==> config.mk <==
export PLATFORM = sky130hd
export DESIGN_NAME = alu_exec_stage
export DESIGN_NICKNAME = d
export VERILOG_FILES = /design/src/rtl/alu_pkg.sv /design/src/rtl/alu_exec_stage_regfile.sv /design/src/rtl/alu_exec_stage.sv
export SDC_FILE = /design/constraint.sdc
export NUM_CORES = 1
export LEC_CHECK = 0
export BUFFER_PORTS_ARGS = -buffer_cell sky130_fd_sc_hd__buf_4
export CORE_MARGIN = 2
export CORE_UTILIZATION = 50
export CTS_BUF_LIST = sky130_fd_sc_hd__clkbuf_4
export DETAILED_ROUTE_END_ITERATION = 7
export GPL_ROUTABILITY_DRIVEN = 0
export GPL_TIMING_DRIVEN = 0
export MAX_ROUTING_LAYER = met4
export PLACE_DENSITY = 0.76
export SETUP_SLACK_MARGIN = 0.4
export SYNTH_ARGS = -nofsm -noshare
export SYNTH_HDL_FRONTEND = slang
export SYNTH_HIERARCHICAL = 1
export SYNTH_SLANG_ARGS = --single-unit
==> constraint.sdc <==
create_clock -name clk -period 2.55 [get_ports clk]
set_input_delay 0.255 -clock clk [delete_from_list [all_inputs] [get_ports clk]]
set_output_delay 0.255 -clock clk [all_outputs]
set_load 0.03 [all_outputs]
==> src/rtl/alu_pkg.sv <==
// rtl/alu_pkg.sv - shared alu opcodes, widths and execute-stage state encoding
package alu_pkg;

    localparam int DEF_WIDTH_DATA    = 16;
    localparam int DEF_WIDTH_CONTROL = 4;

    localparam logic [DEF_WIDTH_CONTROL-1:0] OP_ADD  = 4'd0;
    localparam logic [DEF_WIDTH_CONTROL-1:0] OP_SUB  = 4'd1;
    localparam logic [DEF_WIDTH_CONTROL-1:0] OP_CMP  = 4'd2;
    localparam logic [DEF_WIDTH_CONTROL-1:0] OP_AND  = 4'd3;
    localparam logic [DEF_WIDTH_CONTROL-1:0] OP_OR   = 4'd4;
    localparam logic [DEF_WIDTH_CONTROL-1:0] OP_XOR  = 4'd5;
    localparam logic [DEF_WIDTH_CONTROL-1:0] OP_LSH  = 4'd6;
    localparam logic [DEF_WIDTH_CONTROL-1:0] OP_LAST = OP_LSH;

    typedef enum logic [1:0] {
        ST_IDLE = 2'd0,
        ST_READ = 2'd1,
        ST_EXEC = 2'd2,
        ST_WB   = 2'd3
    } state_t;

    function automatic logic is_legal_op(input logic [DEF_WIDTH_CONTROL-1:0] op);
        return op <= OP_LAST;
    endfunction

endpackage

==> src/rtl/alu_exec_stage_regfile.sv <==
// rtl/alu_exec_stage_regfile.sv - register file, one write port, two registered read ports, async debug read
module alu_exec_stage_regfile #(
    parameter int NUM_REGS   = 16,
    parameter int WIDTH_DATA = 16,
    parameter int WIDTH_ADDR = 4
) (
    input  logic                  clk,
    input  logic                  rst_n,
    input  logic                  wr_en,
    input  logic [WIDTH_ADDR-1:0] wr_addr,
    input  logic [WIDTH_DATA-1:0] wr_data,
    input  logic                  rd_en,
    input  logic [WIDTH_ADDR-1:0] rd_addr_a,
    input  logic [WIDTH_ADDR-1:0] rd_addr_b,
    input  logic                  rd_b_force,
    input  logic [WIDTH_DATA-1:0] rd_b_force_data,
    output logic [WIDTH_DATA-1:0] rd_data_a,
    output logic [WIDTH_DATA-1:0] rd_data_b,
    input  logic [WIDTH_ADDR-1:0] dbg_addr,
    output logic [WIDTH_DATA-1:0] dbg_data
);

    logic [WIDTH_DATA-1:0] mem [NUM_REGS];

    always_ff @(posedge clk or negedge rst_n) begin
        if (!rst_n) begin
            for (int i = 0; i < NUM_REGS; i++) begin
                mem[i] <= '0;
            end
        end else if (wr_en) begin
            mem[wr_addr] <= wr_data;
        end
    end

    // Port B can be loaded with a forced value so the operand mux sits
    // before the register and the consumer sees a clean flop output.
    always_ff @(posedge clk or negedge rst_n) begin
        if (!rst_n) begin
            rd_data_a <= '0;
            rd_data_b <= '0;
        end else if (rd_en) begin
            rd_data_a <= mem[rd_addr_a];
            rd_data_b <= rd_b_force ? rd_b_force_data : mem[rd_addr_b];
        end
    end

    assign dbg_data = mem[dbg_addr];

endmodule

==> src/rtl/alu_exec_stage.sv <==
// rtl/alu_exec_stage.sv - execute-stage sequencer feeding an external alu and retiring its result
module alu_exec_stage
    import alu_pkg::*;
#(
    parameter int WIDTH_DATA    = DEF_WIDTH_DATA,
    parameter int WIDTH_CONTROL = DEF_WIDTH_CONTROL,
    parameter int NUM_REGS      = 16,
    parameter int WIDTH_ADDR    = 4
) (
    input  logic                     clk,
    input  logic                     rst_n,
    input  logic                     in_valid,
    output logic                     in_ready,
    input  logic [WIDTH_CONTROL-1:0] in_op,
    input  logic [WIDTH_ADDR-1:0]    in_rdest,
    input  logic [WIDTH_ADDR-1:0]    in_rsrc,
    input  logic [7:0]               in_imm,
    input  logic                     in_use_imm,
    input  logic                     in_use_carry,
    output logic [WIDTH_DATA-1:0]    alu_A,
    output logic [WIDTH_DATA-1:0]    alu_B,
    output logic [WIDTH_CONTROL-1:0] alu_control_word,
    output logic                     alu_carry_in,
    input  logic [WIDTH_DATA-1:0]    alu_result,
    input  logic                     alu_carry_out,
    input  logic                     alu_zero_out,
    output logic                     done,
    output logic                     err,
    output logic                     psr_carry,
    output logic                     psr_zero,
    input  logic [WIDTH_ADDR-1:0]    dbg_addr,
    output logic [WIDTH_DATA-1:0]    dbg_data
);

    state_t state_q, state_d;

    logic [WIDTH_CONTROL-1:0] op_q;
    logic [WIDTH_ADDR-1:0]    rdest_q, rsrc_q;
    logic [7:0]               imm_q;
    logic                     use_imm_q, use_carry_q;
    logic                     cin_q;
    logic [WIDTH_DATA-1:0]    a_q, b_q, res_q;
    logic                     c_q, z_q;

    logic accept, rd_en, wr_en, flag_en, op_legal;

    assign accept   = in_valid && in_ready;
    assign op_legal = is_legal_op(op_q);

    always_ff @(posedge clk or negedge rst_n) begin
        if (!rst_n) begin
            state_q <= ST_IDLE;
        end else begin
            state_q <= state_d;
        end
    end

    always_comb begin
        state_d  = state_q;
        in_ready = 1'b0;
        rd_en    = 1'b0;
        wr_en    = 1'b0;
        flag_en  = 1'b0;
        done     = 1'b0;
        err      = 1'b0;
        case (state_q)
            ST_IDLE: begin
                in_ready = 1'b1;
                if (in_valid) begin
                    state_d = ST_READ;
                end
            end
            ST_READ: begin
                rd_en   = 1'b1;
                state_d = ST_EXEC;
            end
            ST_EXEC: begin
                state_d = ST_WB;
            end
            ST_WB: begin
                done    = 1'b1;
                err     = !op_legal;
                flag_en = op_legal;
                wr_en   = op_legal && (op_q != OP_CMP);
                state_d = ST_IDLE;
            end
            default: state_d = ST_IDLE;
        endcase
    end

    always_ff @(posedge clk or negedge rst_n) begin
        if (!rst_n) begin
            op_q        <= '0;
            rdest_q     <= '0;
            rsrc_q      <= '0;
            imm_q       <= '0;
            use_imm_q   <= 1'b0;
            use_carry_q <= 1'b0;
        end else if (accept) begin
            op_q        <= in_op;
            rdest_q     <= in_rdest;
            rsrc_q      <= in_rsrc;
            imm_q       <= in_imm;
            use_imm_q   <= in_use_imm;
            use_carry_q <= in_use_carry;
        end
    end

    always_ff @(posedge clk or negedge rst_n) begin
        if (!rst_n) begin
            cin_q <= 1'b0;
        end else if (rd_en) begin
            cin_q <= use_carry_q & psr_carry;
        end
    end

    always_ff @(posedge clk or negedge rst_n) begin
        if (!rst_n) begin
            res_q <= '0;
            c_q   <= 1'b0;
            z_q   <= 1'b0;
        end else if (state_q == ST_EXEC) begin
            res_q <= alu_result;
            c_q   <= alu_carry_out;
            z_q   <= alu_zero_out;
        end
    end

    always_ff @(posedge clk or negedge rst_n) begin
        if (!rst_n) begin
            psr_carry <= 1'b0;
            psr_zero  <= 1'b0;
        end else if (flag_en) begin
            psr_carry <= c_q;
            psr_zero  <= z_q;
        end
    end

    // Operand registers a_q/b_q are the regfile's read-port flops.
    alu_exec_stage_regfile #(
        .NUM_REGS   (NUM_REGS),
        .WIDTH_DATA (WIDTH_DATA),
        .WIDTH_ADDR (WIDTH_ADDR)
    ) u_regfile (
        .clk             (clk),
        .rst_n           (rst_n),
        .wr_en           (wr_en),
        .wr_addr         (rdest_q),
        .wr_data         (res_q),
        .rd_en           (rd_en),
        .rd_addr_a       (rdest_q),
        .rd_addr_b       (rsrc_q),
        .rd_b_force      (use_imm_q),
        .rd_b_force_data ({{(WIDTH_DATA-8){1'b0}}, imm_q}),
        .rd_data_a       (a_q),
        .rd_data_b       (b_q),
        .dbg_addr        (dbg_addr),
        .dbg_data        (dbg_data)
    );

    assign alu_A            = a_q;
    assign alu_B            = b_q;
    assign alu_control_word = op_q;
    assign alu_carry_in     = cin_q;

endmodule

-- Word level (Yosys, flattened, before mapping)
Cells that the tools add are included.
- register bits: 333
- output and inout port bits: 58
- word-level logic and storage cells: 71
- order comparisons: 5
- equality and inequality tests: 5
- mux-type cells: 21
- bitwise operators: 4
- reduce and logical (&&, ||, !) cells: 5
- operators by type and width (operator ; number):
    $bwmux 256 ; 1
    $bmux 16 s4 ; 3
    $mux 16 ; 8
    $demux 16 s4 ; 1
    $ge 5x5->1 const B ; 3
    $not 4->5 ; 3
    $pmux 2 s4 ; 1
    $mux 1 ; 6
    $lt 5x1->1 const B ; 1
    $eq 2x2->1 const B ; 2
    $le 4x3->1 const B ; 1
    $ne 4x2->1 const B ; 1
    $logic_and 1x1->1 ; 3
    $eq 2x1->1 const B ; 1
    $logic_not 2->1 ; 1
    $mux 2 ; 1
    $ne 2x2->1 const B ; 1
    $and 1x1->1 ; 1
    $logic_not 1->1 ; 1

-- Depth between registers and ports, before layout
Gate-level depths: netlist of run 1.
- depth after elaboration: 6
- depth in mapped cells: 8

-- Modules after synthesis
Netlist of run 1, hierarchy kept.
- by module, submodules not included (module ; instances ; cells an instance ; area an instance (µm²) ; sequential area each (µm²)):
    alu_exec_stage_regfile ; 1 ; 1138 ; 16798.6 ; 7206.9
    alu_exec_stage ; 1 ; 113 ; 1816.7 ; 1126.1

-- Least setup slack after synthesis of run 1
No wires, ideal clock.
- kind: register to register
- start point: reg state_q[1]
- end point: reg u_regfile/mem[197] (netlist bit)
- library setup time: 0.125 ns
- data arrival time: 2.191 ns
- data required time: 2.425 ns
- path slack: 0.235 ns
- cell stages (with the launch flop): 9
- cells stage by stage: dfrtp_1 -> ha_1 -> nand2b_4 -> a21oi_1 -> nor3b_2 -> and3_1 -> buf_2 -> buf_2 -> mux2_2
- longest elaborated chain between the ends: 2
- ends and longest elaborated chain (element ; RTL line ; text):
    from (decl) ; alu_exec_stage.sv:35 ; state_t state_q, state_d;
    from (signal assigned) ; alu_exec_stage.sv:54 ; state_q <= state_d;
    $eq 2x2->1 ; alu_exec_stage.sv:66 ; case (state_q)
    $mux 1 ; alu_exec_stage.sv:66 ;
    via wr_en ; alu_exec_stage.sv:45 ; logic accept, rd_en, wr_en, flag_en, op_legal;
    to (signal, indexed assignment) ; alu_exec_stage_regfile.sv:31 ; mem[wr_addr] <= wr_data;
    to (decl) ; alu_exec_stage_regfile.sv:23 ; logic [WIDTH_DATA-1:0] mem [NUM_REGS];
The timed path passes the listed nets, and every way through them passes these cells.
A chain may end at the register's enable or synchronous reset.

-- Final worst setup path of run 1
- start point: reg u_regfile/mem[157] (netlist bit)
- end point: out dbg_data[13]
- longest elaborated chain between the ends: 3
- ends and longest elaborated chain (element ; RTL line ; text):
    $bmux 16 s4 ; alu_exec_stage_regfile.sv:47 ; assign dbg_data = mem[dbg_addr];
    $mux 16 (not written as such) (2 in series) ; alu_exec_stage_regfile.sv:47 ;
    to (decl) ; alu_exec_stage.sv:32 ; output logic [WIDTH_DATA-1:0] dbg_data
No other way between the ends. The select of a mux whose other input is x is not followed.

==> flow_summary_export.csv, run 1 <==
group,metric,value,unit
logic_synthesis,synthCells,1251,
timing,tightest_slew,0.837,ns
global_route,grt_max_degree,128,
logic_synthesis,synth_top_family_by_area,"multiplexers",
global_route,grt_pass1_wl,86.7,mm
status,status,"finished, violations left",
layout,final_util,66.8,%
pwr,power_density,1200,nW/um^2
global_route,grt_pass1_vias,14000,
logic_synthesis,yosysSeqAreaShare,44.8,%
detailed_routing,drc_errors,0,
logic_synthesis,yosysTopAreaCell,"dfrtp_1",
status,violations,"setup timing",
setup_path,critPathSlowestCell,"mux4_4",
detailed_routing,drt_pre_antenna_iters,5,
timing,period_share,108,%
global_route,antenna_found_initial,4,
detailed_routing,detail_route.vias_per_cell,6.54,
logic_synthesis,yosys-top-cells-count,"dfrtp_1, mux2_2, mux4_2, mux2i_1, nand2_1",
logic_synthesis,synth-warning-count,6,
floorplanning,die_width,197,um
pwr,finalPower,29300,uW
placed_design,dp_hpwl,39.4,mm
timing,max_slew_margin,44.2,%
detailed_routing,wl_per_cell,28.6,um
logic_synthesis,synth-compound-area-share,4.19,%
layout,syn_to_final_growth,31.4,%
floorplanning,ios,105,
timing,drv_slew,0,
cts,clk_path_buf_depth,3,
timing,timing.hold.ws,0.124,ns
logic_synthesis,ys_top_cells_by_area,"dfrtp_1, mux4_2, mux2_2",
timing,hold_viol,0,
cts,cts-htree-levels,3,
logic_synthesis,synth.mux.area_fraction,44.3,%
placed_design,port_buffers,100,
cts,cts_root_buf,"clkbuf_4",
pwr,vdd_drop_max,0.456,mV
placed_design,place_area,20100,sq um
detailed_routing,final_antenna_net_count,0,
logic_synthesis,synth.most_common_cell,"dfrtp_1",
pwr,p_leak,0.0113,uW
logic_synthesis,synthArstFlopShare,100,%
global_route,grtUsageTotal,31.1,%
setup_path,path_max_fanout,2,
cts,clock_latency,0.78,ns
timing,clock_skew,0.0649,ns
floorplanning,core_area,36600,sq um
cts,cts_tree,"yes",
setup_path,cp.arrival,2.51,ns
timing,fin_crit,2.76,ns
timing,setup_violations,16,
timing,finalSetupTns,-1.81,ns
global_route,overflow,0,
timing,worst_slack,-0.214,ns
layout,finalInstanceArea,24500,sq um
logic_synthesis,synth_edf_count,0,
setup_path,slowest_delay,0.59,ns
floorplanning,die_area,38800,sq um
setup_path,crit_path_end_kind,"primary output",
setup_path,criticalPathCategory,"reg -> out",
worst_hold_path,hp-class,"in -> async",
logic_synthesis,yosys.area_share.simple,3.06,%
logic_synthesis,synth_top_area_share,44.8,%
detailed_routing,vias,14400,
detailed_routing,drt_wl_total,62.8,mm
setup_path,setup.worst_path.start,"u_regfile/mem[157]",
logic_synthesis,synth_fa_ha_area_share,0.336,%
floorplanning,die_h,197,um
logic_synthesis,postSynthAreaPerCell,14.9,sq um
layout,num-nets-final,1726,
logic_synthesis,ys_types,40,
cts,path_clk_slew,0.09,ns
floorplanning,fp-row-count,70,
cts,clock_sinks,333,
detailed_routing,drt_iter0_drc,1773,
logic_synthesis,synthesis.area,18600,sq um
run,cap_violations,0,
setup_path,required,2.30,ns
setup_path,worstPathCellList,"mux4_4 > mux4_2 > buf_6",
cts,cts_made_buffers,87,
logic_synthesis,yosys.area_share.xor_xnor,0.0470,%
floorplanning,start_util,50.8,%
setup_path,start_kind,"register",
logic_synthesis,synthFlopType,"dfrtp_1",
setup_path,r2r_start,"state_q[1]",
timing,fmax,0.362,GHz
logic_synthesis,ys_ff_latch,333,
layout,drive_above_1_share,57.6,%
timing,rsz0062_at_grt,"yes",
[registers in the layout, summed over array words and instances (netlist names), 2 cells and up]
signal / count
u_regfile/mem: 256
res_q: 16
u_regfile/rd_data_a: 16
u_regfile/rd_data_b: 16
imm_q: 8
alu_control_word: 4
rdest_q: 4
rsrc_q: 4
state_q: 2
[layout make-up]
class,count,area (sq um)
inverters,3,11.3
plain buffers,117,891
flip-flops and latches,333,8340
repair buffers,327,3110
diodes,4,10.0
well taps,468,586
fillers,2423,12200
clock inverters,20,81.3
clock buffers,121,908
multi-input cells,805,10500
[repair_timing]
action	CTS	global route
hold buffers	45	0
setup buffers	80	88
endpoints found under the setup margin	298	248
hold endpoints to repair	164	0
resized for setup	211	226
pin swaps	11	13
cloned	3	8
[critical path, delay by kind of cell (launching register included)]
family	cells	cell delay [ns]
buffers and inverters	1	0.18
muxes	2	1.15
DFF	1	0.41
[final timing paths]
| path | end | slack, ns | cells after the start |
|---|---|---|---|
| max | dbg_data[13] | -0.21 | 3 |
| min | u_regfile/mem[145] | 0.12 | 3 |
| max reg2reg | u_regfile/mem[40] | 0.09 | 11 |
| min reg2reg | psr_carry | 0.50 | 1 |
| max in group asynchronous | u_regfile/mem[231] | 1.00 | 5 |
| min in group clk | imm_q[6] | 0.25 | 3 |
[layout by cell type, fill, tap and decap left out, types with 3 or more instances in the layout]
master	count
clkbuf_1	27
buf_2	16
mux2_2	104
o211ai_1	16
buf_12	10
nor2b_1	5
clkbuf_16	8
nor2_1	17
clkbuf_4	125
diode_2	4
buf_8	10
or3_4	3
nand2_1	50
mux4_2	165
dlygate4sd3_1	45
a31oi_1	17
a22oi_2	3
dfrtp_1	328
conb_1	8
mux2i_2	3
clkinv_1	16
mux2i_1	77
buf_16	5
buf_4	212
clkbuf_2	22
nor2_4	9
mux4_1	10
inv_1	3
nand3b_1	4
o21ai_0	17
dfrtp_2	5
buf_6	83
mux2_4	195
nand3_1	17
a21oi_1	17
a22oi_1	45
[layer usage]
layer / track usage [%] / wire, um / up-vias
met2: 47.9 / 29400 / 1095
met1: 38.9 / 22800 / 7247
met4: 13.3 / 3420 / 0
met3: 8.61 / 7150 / 270
li1: - / - / 5764
met5: - / 0 / -
[power breakdown]
part           switching, uW  leakage, uW  internal, uW
Combinational           7580      0.00632          7760
Sequential              2260      0.00435          7320
Clock                   2270     0.000594          2160
[cells by family after synthesis]
logic type                 after synthesis
adders and majority gates                5
muxes                                  555
xor gates and xnor gates                 1
buffers and inverters                  120
and+or+nand+nor                        119
other                                    1
AOI/OAI and AO/OA                      117
DFF                                    333
[through the flow]
stage / cells / setup slack (ns)
after detailed placement: 1829 / -0.227
after floorplan: 1258 / 0.405
after CTS: 2098 / -0.198
after global placement: 1826 / -2.07
after global routing: 2198 / -0.247
final: 2198 / -0.214
No activity file was read; power rests on OpenSTA's default activity.
==> run 2: changes to the inputs <==
BUFFER_PORTS_ARGS = -buffer_cell sky130_fd_sc_hd__buf_2   (was -buffer_cell sky130_fd_sc_hd__buf_4)
==> run 2 against run 1 <==
Against the previous run: the run still ends with setup timing left; non-clock buffer count is 24 higher; via count is 1.1% higher; die area stayed put; power is 0.89% higher; worst setup slack better by 0.014 ns; sequential share of layout area is 0.20 points higher; critical path depth stayed put; final cell count is 1.3% higher; routed wire length is 1.3% higher; register-to-register slack better by 0.10 ns; clock power is 7.4% higher; clock skew is 0.0066 ns lower; critical path type unchanged; largest power group unchanged; highest routed layer unchanged.
==> flow_summary_export.csv, run 2 (synthesis gave the netlist of run 1 again) <==
group,metric,value,unit
status,status,"finished, violations left",
status,violations,"setup timing",
detailed_routing,detail_route.vias_per_cell,6.53,
pwr,p_leak,0.0113,uW
setup_path,cp.arrival,2.50,ns
setup_path,critPathSlowestCell,"mux4_4",
timing,worst_slack,-0.200,ns
setup_path,reg2reg_slack,0.19,ns
global_route,grtUsageTotal,32.2,%
layout,final_common_cell,"dfrtp_1",
pwr,combPwrFrac,51.9,%
timing,fin_crit,2.75,ns
setup_path,r2r_start,"alu_control_word[2]",
timing,drv_slew,0,
timing,hold_viol,0,
pwr,switching_share,41.3,%
timing,period_share,108,%
global_route,antenna_found_initial,2,
pwr,power_frac_seq,32.0,%
floorplanning,ios,105,
detailed_routing,drt_wl_total,63.6,mm
layout,n_fill_cell,2423,
layout,largest_register_ffs,256,
setup_path,start_kind,"register",
pwr,vdd_drop_max,0.460,mV
layout,drive_above_1_share,59.0,%
floorplanning,die_h,197,um
timing,rsz0062_at_grt,"yes",
detailed_routing,wl_per_cell,28.6,um
floorplanning,start_util,50.8,%
setup_path,path_max_fanout,2,
pwr,switching_power,12200,uW
cts,path_clk_slew,0.06,ns
setup_path,cpLargestDelayFamily,"multiplexers",
layout,num-nets-final,1750,
detailed_routing,drt_iter0_drc,1763,
setup_path,slowest_delay,0.59,ns
detailed_routing,drt_pre_antenna_iters,6,
layout,top_register,"u_regfile/mem",
cts,cts_root_buf,"clkbuf_4",
setup_path,required,2.30,ns
floorplanning,core_area,36600,sq um
cts,cts_tree,"yes",
layout,finalInstanceArea,24300,sq um
detailed_routing,vias,14500,
setup_path,worstRegToRegCells,10,
cts,cts_made_buffers,87,
layout,final-seq-area,8340,sq um
layout,multi_input_area,10300,sq um
cts,clk_path_buf_depth,3,
timing,setup_violations,15,
cts,clock_latency,0.77,ns
pwr,p_int,17400,uW
global_route,grt_pass1_wl,89.8,mm
floorplanning,die_width,197,um
placed_design,place_area,19800,sq um
detailed_routing,drc_errors,0,
setup_path,worstPathCellList,"mux4_4 > mux4_2 > buf_6",
pwr,pwr-share-clk,16.1,%
worst_hold_path,hp-class,"in -> async",
layout,syn_to_final_growth,30.5,%
detailed_routing,final_antenna_net_count,0,
global_route,overflow,0,
setup_path,crit_path_end_kind,"primary output",
timing,max_slew_margin,51.1,%
pwr,power_density,1220,nW/um^2
cts,cts-htree-levels,3,
timing,clock_skew,0.0583,ns
setup_path,timing.rr.end,"u_regfile/mem[10]",
cts,clock_sinks,333,
timing,tightest_slew,0.734,ns
placed_design,place_worst_setup_slack,-0.254,ns
placed_design,dp_hpwl,39.0,mm
timing,fmax,0.364,GHz
layout,most-common-layout-cells,"dfrtp_1, buf_4, mux4_2",
setup_path,path_buf_inv,1,
run,cap_violations,0,
placed_design,port_buffers,100,
global_route,grt_max_degree,129,
floorplanning,fp-row-count,70,
global_route,grt_pass1_vias,14500,
setup_path,criticalPathCategory,"reg -> out",
floorplanning,die_area,38800,sq um
## run 2: routing by layer
layer	vias up	global-route usage (%)	routed length [um]	part of all wire, %
met3	272	8.09	7090	11
met2	1088	48.6	30100	47
met5	-	-	0	0
li1	5804	-	-	-
met1	7376	41.0	23100	36
met4	0	15.5	3280	5.2
## run 2: final cells by class
cell class                 count  area share (%)
clock inverter                15           0.350
antenna                        2          0.0206
tap                          468            2.41
sequential                   333            34.3
clock buffer                 133            4.11
multi-input combinational    805            42.6
timing repair buffer         351            12.5
buffer                       117            3.71
inverter                       3          0.0618
## run 2: repair_timing
| item | 4_1_cts | 5_1_grt |
|---|---|---|
| gates cloned | 6 | 5 |
| buffers inserted | 118 | 76 |
| pin swaps | 14 | 15 |
| gates resized for setup | 303 | 92 |
| hold buffers | 44 | 0 |
| hold endpoints to repair | 127 | 0 |
| setup endpoints to repair | 301 | 267 |
## run 2: worst max-delay path by stage
stage                         from                   to  slack (ns)  depth (start not counted)
2_1_floorplan  alu_control_word[3]   u_regfile/mem[197]        0.41                          7
3_3_place_gp                 rst_n  alu_control_word[0]       -5.55                          1
3_5_place_dp            state_q[0]    u_regfile/mem[94]       -0.25                          7
4_1_cts         u_regfile/mem[157]         dbg_data[13]       -0.17                          3
5_1_grt         u_regfile/mem[157]         dbg_data[13]       -0.23                          3
6_report        u_regfile/mem[157]         dbg_data[13]       -0.20                          3
## run 2: power by group through the flow
stage	registers, uW	clock network (uW)	logic [uW]
final	9470	4760	15400
after global routing	9630	5110	16000
after CTS	9240	4760	13900
after detailed placement	9460	0	11700
after global placement	9240	0	11400
after floorplan	9300	0	8070
## run 2: through the flow
| step | total power, uW | setup TNS, ns | hold slack, ns | util [%] | instances |
|---|---|---|---|---|---|
| floorplan | 17400 | 0 | -0.0406 | - | 1258 |
| global placement | 20700 | -1654.53 | 0.484 | 53.9 | 1826 |
| detailed placement | 21200 | -10.60 | 0.303 | 54.1 | 1828 |
| CTS | 27900 | -1.20 | 0.0878 | 63.8 | 2144 |
| global route | 30700 | -2.12 | 0.115 | 66.4 | 2227 |
| finish | 29600 | -1.55 | 0.0570 | 66.4 | 2227 |
==> run 3: changes to the inputs <==
GPL_TIMING_DRIVEN = not set   (was 0)
==> run 3 against run 2 <==
Against the previous run: the run still ends with setup timing left; fmax rose by 4.0%; design area fell by 4.9%; combinational power fell by 12%; critical endpoint unchanged.
==> flow_summary_export.csv, run 3 (synthesis gave the netlist of run 1 again) <==
group,metric,value,unit
status,status,"finished, violations left",
status,violations,"setup timing",
setup_path,slowest_delay,0.60,ns
cts,cts_made_buffers,89,
pwr,p_leak,0.0106,uW
setup_path,timing.rr.end,"u_regfile/mem[141]",
setup_path,path_max_fanout,4,
layout,drive_above_1_share,56.7,%
floorplanning,fp-row-count,70,
floorplanning,ios,105,
setup_path,setup.worst_path.start,"u_regfile/mem[157]",
run,cap_violations,0,
timing,drv_slew,0,
setup_path,criticalPathCategory,"reg -> out",
timing,finalSetupTns,-0.507,ns
floorplanning,die_area,38800,sq um
timing,setup_violations,12,
setup_path,start_kind,"register",
global_route,grt_max_degree,77,
global_route,antenna_found_initial,2,
global_route,grt_pass1_wl,88.1,mm
layout,top_register,"u_regfile/mem",
placed_design,place_worst_setup_slack,0.155,ns
timing,clock_skew,0.0531,ns
cts,clock_latency,0.76,ns
setup_path,required,2.30,ns
floorplanning,die_h,197,um
placed_design,port_buffers,104,
layout,fin_cells,2150,
timing,tightest_slew,0.725,ns
setup_path,cpLargestDelayFamily,"multiplexers",
timing,worst_slack,-0.0941,ns
placed_design,placedCellCount,1796,
cts,cts_tree,"yes",
setup_path,critPathSlowestCell,"mux4_4",
pwr,power_density,1230,nW/um^2
cts,clk_path_buf_depth,3,
setup_path,worstRegToRegCells,9,
layout,syn_to_final_growth,24.2,%
pwr,finalPower,28400,uW
timing,timing.hold.ws,0.0532,ns
setup_path,crit_path_end_kind,"primary output",
cts,cts-htree-levels,3,
detailed_routing,vias,14000,
detailed_routing,wl_per_cell,27.5,um
detailed_routing,detail_route.vias_per_cell,6.51,
setup_path,worstPathCellList,"mux4_4 > mux4_2 > buf_6",
setup_path,r2r_start,"state_q[1]",
detailed_routing,final_antenna_net_count,0,
global_route,grtUsageTotal,31.7,%
setup_path,reg2reg_slack,0.34,ns
detailed_routing,drc_errors,0,
layout,num-nets-final,1671,
floorplanning,die_width,197,um
timing,max_slew_margin,51.7,%
worst_hold_path,hp-class,"in -> async",
timing,period_share,104,%
layout,final_common_cell,"dfrtp_1",
detailed_routing,drt_wl_total,59.2,mm
timing,hold_viol,0,
timing,fmax,0.378,GHz
detailed_routing,drt_pre_antenna_iters,5,
floorplanning,start_util,50.8,%
placed_design,dp_hpwl,35.8,mm
setup_path,path_buf_inv,1,
global_route,grt_pass1_vias,14300,
timing,rsz0062_at_grt,"yes",
cts,path_clk_slew,0.07,ns
pwr,vdd_drop_max,0.795,mV
floorplanning,core_area,36600,sq um
detailed_routing,drt_iter0_drc,1598,
setup_path,cp.arrival,2.39,ns
cts,clock_sinks,333,
layout,most-common-layout-cells,"dfrtp_1, mux2_2, buf_4",
global_route,overflow,0,
timing,fin_crit,2.64,ns
cts,cts_root_buf,"clkbuf_4",
layout,largest_register_ffs,256,
## run 3: cell count changes in the layout (fill, tap and decap cells not counted), moves of 7 or more
cell and change:
mux2_4 -130, mux2_2 +101, buf_4 +31, buf_6 -30, mux2_1 +29, clkbuf_2 -24
clkbuf_1 -23, buf_2 -16, buf_8 -11, clkbuf_4 -10, buf_12 +8, buf_16 -7
## run 3: final cells by class
class,count,area (sq um)
inverter,3,11.3
fill,2631,13500
timing repair buffer,387,3220
multi-input combinational,805,9780
sequential,333,8350
tap,468,586
antenna,4,10.0
clock buffer,125,938
clock inverter,25,214
## run 3: worst max path at each step
| stage | end | cells past startpoint |
|---|---|---|
| after floorplan | u_regfile/mem[197] | 7 |
| after global placement | dbg_data[11] | 5 |
| after detailed placement | dbg_data[6] | 5 |
| after CTS | dbg_data[13] | 3 |
| after global routing | dbg_data[13] | 3 |
| final | dbg_data[13] | 3 |
## run 3: timing repair
| action | 4_1_cts | 5_1_grt |
|---|---|---|
| hold buffers | 42 | 0 |
| gates cloned | 0 | 1 |
| endpoints found under the setup margin | 87 | 226 |
| setup buffers | 120 | 37 |
| gates resized for setup | 62 | 35 |
| endpoints found under the hold margin | 330 | 0 |
| pin swaps | 0 | 3 |
## run 3: routing by layer
metal  routed length [um]  GRT usage [%]  part of all wire, %  up-vias
met4                 3410           15.7                  5.8        0
met5                    0              -                    0        -
met3                 6590           8.76                   11      251
met2                27500           48.6                   46      987
met1                21700           38.9                   37     7086
li1                     -              -                    -     5663
## run 3: report_power, final
part           internal [uW]  leakage [uW]  switching [uW]
logic                   7050       0.00559            6540
registers               7320       0.00435            2540
clock network           2650      0.000672            2280
## run 3: metrics by stage
step / area (sq um) / utilization [%]
floorplan: 18700 / -
global placement: 20100 / 55.0
detailed placement: 20100 / 55.0
CTS: 22700 / 61.9
global route: 23100 / 63.1
finish: 23100 / 63.1
